--- config.mk ---
export PLATFORM = sky130hd
export DESIGN_NAME = key_filter
export DESIGN_NICKNAME = d
export VERILOG_FILES = /design/src/rtl/key_filter.sv
export SDC_FILE = /design/constraint.sdc
export NUM_CORES = 1
export LEC_CHECK = 0
export BUFFER_PORTS_ARGS = -buffer_cell sky130_fd_sc_hd__buf_2
export CAP_MARGIN = 5
export CORE_MARGIN = 5
export CORE_UTILIZATION = 40
export DETAILED_ROUTE_END_ITERATION = 8
export PLACE_DENSITY_LB_ADDON = 0.3
export RECOVER_POWER = 25
export SETUP_SLACK_MARGIN = 0.3
export SLEW_MARGIN = 15
export SYNTH_ARGS = -nofsm -noshare
export SYNTH_HDL_FRONTEND = slang
export SYNTH_SLANG_ARGS = --single-unit
--- constraint.sdc ---
create_clock -name Clk -period 3.6 [get_ports Clk]
set_input_delay 0.18 -clock Clk [delete_from_list [all_inputs] [get_ports Clk]]
set_output_delay 0.18 -clock Clk [all_outputs]
set_load 0.02 [all_outputs]
--- src/rtl/key_filter.sv ---
// Pushbutton debouncer: 2-flop synchronizer, edge detect, 4-state filter FSM.
// Define LONG_PRESS_EN to add the long-press counter driving Long_flag.
module key_filter #(
  parameter int CNT_MAX  = 999999,
  parameter int LONG_MAX = 49999999
) (
  input  logic       Clk,
  input  logic       Reset_n,
  input  logic       Key_in,
  output logic       Key_flag,
  output logic       Rel_flag,
  output logic       Key_state,
  output logic       Long_flag,
  output logic [1:0] dbg_state
);

  localparam int CW = $clog2(CNT_MAX + 1);
  localparam logic [CW-1:0] CNT_TOP = CW'(CNT_MAX);

  typedef enum logic [1:0] {IDLE, FILTER0, DOWN, FILTER1} state_t;

  state_t        state, state_nxt;
  logic [CW-1:0] cnt, cnt_nxt;
  logic          key_flag_nxt, rel_flag_nxt, key_state_nxt;
  logic          s1, s2, s3;
  logic          fall, rise;

  assign fall      = ~s2 & s3;
  assign rise      = s2 & ~s3;
  assign dbg_state = state;

  always_ff @(posedge Clk or negedge Reset_n) begin
    if (!Reset_n) begin
      s1 <= 1'b1;
      s2 <= 1'b1;
      s3 <= 1'b1;
    end else begin
      s1 <= Key_in;
      s2 <= s1;
      s3 <= s2;
    end
  end

  always_ff @(posedge Clk or negedge Reset_n) begin
    if (!Reset_n) begin
      state     <= IDLE;
      cnt       <= '0;
      Key_flag  <= 1'b0;
      Rel_flag  <= 1'b0;
      Key_state <= 1'b1;
    end else begin
      state     <= state_nxt;
      cnt       <= cnt_nxt;
      Key_flag  <= key_flag_nxt;
      Rel_flag  <= rel_flag_nxt;
      Key_state <= key_state_nxt;
    end
  end

  always_comb begin
    state_nxt     = state;
    cnt_nxt       = cnt;
    key_flag_nxt  = 1'b0;
    rel_flag_nxt  = 1'b0;
    key_state_nxt = Key_state;
    case (state)
      IDLE: begin
        if (fall) begin
          state_nxt = FILTER0;
          cnt_nxt   = '0;
        end
      end
      FILTER0: begin
        if (rise) begin
          state_nxt = IDLE;
          cnt_nxt   = '0;
        end else if (cnt == CNT_TOP) begin
          cnt_nxt = '0;
          // A level that is no longer low at the terminal count is treated as a bounce.
          if (!s2) begin
            state_nxt     = DOWN;
            key_flag_nxt  = 1'b1;
            key_state_nxt = 1'b0;
          end else begin
            state_nxt = IDLE;
          end
        end else begin
          cnt_nxt = cnt + 1'b1;
        end
      end
      DOWN: begin
        if (rise) begin
          state_nxt = FILTER1;
          cnt_nxt   = '0;
        end
      end
      FILTER1: begin
        if (fall) begin
          state_nxt = DOWN;
          cnt_nxt   = '0;
        end else if (cnt == CNT_TOP) begin
          cnt_nxt = '0;
          if (s2) begin
            state_nxt     = IDLE;
            rel_flag_nxt  = 1'b1;
            key_state_nxt = 1'b1;
          end else begin
            state_nxt = DOWN;
          end
        end else begin
          cnt_nxt = cnt + 1'b1;
        end
      end
      default: begin
        state_nxt = IDLE;
        cnt_nxt   = '0;
      end
    endcase
  end

`ifdef LONG_PRESS_EN
  localparam int LW = $clog2(LONG_MAX + 1);
  localparam logic [LW-1:0] LONG_TOP = LW'(LONG_MAX);

  logic [LW-1:0] long_cnt;
  logic          long_done;

  // long_done survives a release bounce so one press yields at most one Long_flag.
  always_ff @(posedge Clk or negedge Reset_n) begin
    if (!Reset_n) begin
      long_cnt  <= '0;
      long_done <= 1'b0;
      Long_flag <= 1'b0;
    end else begin
      Long_flag <= 1'b0;
      if (state_nxt == DOWN && state != DOWN) begin
        long_cnt <= '0;
        if (state == FILTER0) long_done <= 1'b0;
      end else if (state_nxt == IDLE) begin
        long_cnt  <= '0;
        long_done <= 1'b0;
      end else if (state == DOWN || state == FILTER1) begin
        if (long_cnt == LONG_TOP) begin
          if (!long_done) begin
            Long_flag <= 1'b1;
            long_done <= 1'b1;
          end
        end else begin
          long_cnt <= long_cnt + 1'b1;
        end
      end
    end
  end
`else
  assign Long_flag = 1'b0;
`endif

endmodule

==> impl_metrics.toml <==
[placement]
portBuffers = 7
dp_hpwl_um = 1930
gp_congestion = 0.883

[cells_and_area]
finish.utilization_pct = 43.7
diodes = 0
nets = 167
fillers = 339
drive_gt1_share_pct = 10.5
area_growth_syn_to_layout_pct = 7.61

[worst_hold_path]
worstHoldPathType = "register to register"

[route]
first_pass_iters = 4
wl_um = 2770
drc = 0
route.detailed.wl_per_inst_um = 13.2
avgViaCountPerCell = 5.48
drt-initial-drc-count = 63
num_vias = 1150
postRouteAntennaNets = 0

[yosys]
synth_area_per_cell_um2 = 9.51
async_flop_share_pct = 100
syn_area_um2 = 1460
synth_largest_area_cell = "dfrtp_1"
ys_ff_latch = 28
syn-num-nets = 158
synth.area.top_cells = "dfrtp_1 41%, dfstp_2 7.2%, nand3_1 6.5%"
synth_cell_types = 37
ys_seq_area_share_pct = 48.2
synth_edf_count = 0
yosysWarningCount = 0
synthFlopType = "dfrtp_1"
netlist_instances = 154
netlist.area_leader.share_pct = 41.0

[floorplan]
die_w_um = 70.5
num_rows = 22
core_um2 = 3610
die-height_um = 70.5
pin_count = 9
die-area_um2 = 4970
start_util_pct = 40.6

[worst_setup_path]
critPathMaxFanout = 17
required_ns = 3.74
critical-path-max-stage-delay_ns = 0.57
slowest_stage = "or4_4"
critPathArrivalTime_ns = 2.22
crit_chain = "or4_4, nor4_4, a21oi_2, nand3_1, o311ai_0"
start_kind = "register"
endpoint_kind = "register"
path_buf_inv = 0
crit_family = "simple AND/OR/NAND/NOR gates"
critPathKind = "register to register"

[flow_run]
cap_violations = 0

[timing]
period_share_pct = 57.7
worst-slew-pin-transition_ns = 1.46
layout_min_cycle_time_ns = 2.08
finClkSkew_ns = 0.00749
slew_viol_final = 0
hold_viol = 0
max_slew_margin_pct = 2.93
setup_viol = 0
fin_tns_setup_ns = 0
fmaxAchievable_mhz = 481
rsz0062_at_grt = "no"

[cts]
clock-root-buffer = "clkbuf_8"
cts_htree_levels = 1
numCtsBuffers = 3
postCtsSetupBuffers = 0
clk_path_buf_depth = 2
cts_tree = "done"
clk_latency_ns = 0.27
cts.reportedPaths.clkPinSlew_ns = 0.09
postCtsHoldBufs = 2
cts.sinks = 28
ctsResizeCount = 0

[global_routing]
gr-total-overflow = 0
grt_max_degree = 29
grt_pass1_vias = 1064
grt.total_usage_pct = 12.3
grt_pass1_wl_um = 4950
antenna_found_initial = 0

[power]
p_leak_nw = 0.605
powerDensity_nw_per_um2 = 446
ir_drop_mv = 0.262

[run_status]
status = "completed"
per-layer routing:
layer | vias up | wire (µm) | track usage [%]
met1 | 541 | 1360 | 16.7
met5 | - | 0 | 0
met3 | 4 | 98 | 2.01
met4 | 0 | 52 | 6.17
li1 | 586 | - | -
met2 | 19 | 1250 | 18.8
power by group:
part           switching [W]  internal, W  leakage [nW]  total, W
combinational       0.000116    0.0000535         0.210  0.000170
sequential         0.0000252     0.000335         0.372  0.000360
clock              0.0000933    0.0000793        0.0228  0.000173
layout by cell type (no fill, tap or decap), drive strengths merged, types with 3 or more instances in the layout:
master  synthesis  final
a21oi          10     10
nand2          20     20
o311ai          5      5
nand3          19     19
inv             5      5
or4             3      3
nand3b          3      3
dfstp           4      4
nor4            3      3
a21o            3      3
nor2            6      6
o21ai          12     12
clkbuf          2      7
buf             4      5
dfrtp          24     24
nand4           7      7
or3             6      6
stage by stage:
step / hold WS, ns / setup WS, ns / power [W] / instance area (µm²) / std cells
floorplan: -0.116 / 1.61 / 0.000505 / 1460 / 154
global placement: 0.228 / 1.58 / 0.000531 / 1510 / 204
detailed placement: 0.227 / 1.52 / 0.000536 / 1510 / 204
CTS: 0.360 / 1.51 / 0.000711 / 1580 / 210
global route: 0.374 / 1.26 / 0.000746 / 1580 / 210
finish: 0.364 / 1.52 / 0.000702 / 1580 / 210
logic make-up (layout without fill, tap and decap cells):
kind of cell / Yosys count / count (layout) / share of synthesized area (%)
xor+xnor: 2 / 2 / 1.20
simple gates: 75 / 75 / 27.9
other cells: 1 / 1 / 0.256
compound gates: 34 / 34 / 15.3
flops: 28 / 28 / 48.2
fa+ha+maj: 1 / 1 / 0.855
buf+inv: 11 / 19 / 4.87
mux: 2 / 2 / 1.37
registers in the layout, summed over array words and instances, names as in the netlist:
register,cells
s3,1
dbg_state,2
s1,1
Key_state,1
Rel_flag,1
Key_flag,1
s2,1
cnt,20
worst paths after layout:
check / to / slack [ns] / depth (start not counted) / from
worst max-delay path: cnt[7] / 1.52 / 5 / cnt[8]
worst min register to register: s2 / 0.36 / 0 / s1
worst min-delay path: s2 / 0.36 / 0 / s1
max in group asynchronous: cnt[1] / 1.97 / 2 / Reset_n
worst max register to register: cnt[7] / 1.52 / 5 / cnt[8]
min in group asynchronous: cnt[19] / 0.78 / 2 / Reset_n
cells in the mapped netlist (2+ instances only):
master	instances
clkbuf_1	2
inv_1	5
nand2b_1	2
dfstp_2	4
nor3_1	2
a21o_1	2
nor2_1	6
buf_6	2
nand4_1	7
and3_1	2
o311ai_1	4
a21oi_1	9
dfrtp_1	24
nand2_1	20
or4_1	2
mux2i_1	2
nor4_1	2
or3_1	6
nand3b_1	3
nand3_1	19
a22o_1	2
o21ai_0	12
final cells by class:
class                   count  area (µm²)  share of cell area [%]
clock buffers               4        45.0                    2.86
well taps                  48        60.1                    3.81
multi-input cells         115         687                    43.6
repair buffers             10        58.8                    3.73
flip-flops and latches     28         706                    44.8
inverters                   5        18.8                    1.19
Note: power is estimated with default switching activity, not from simulation.
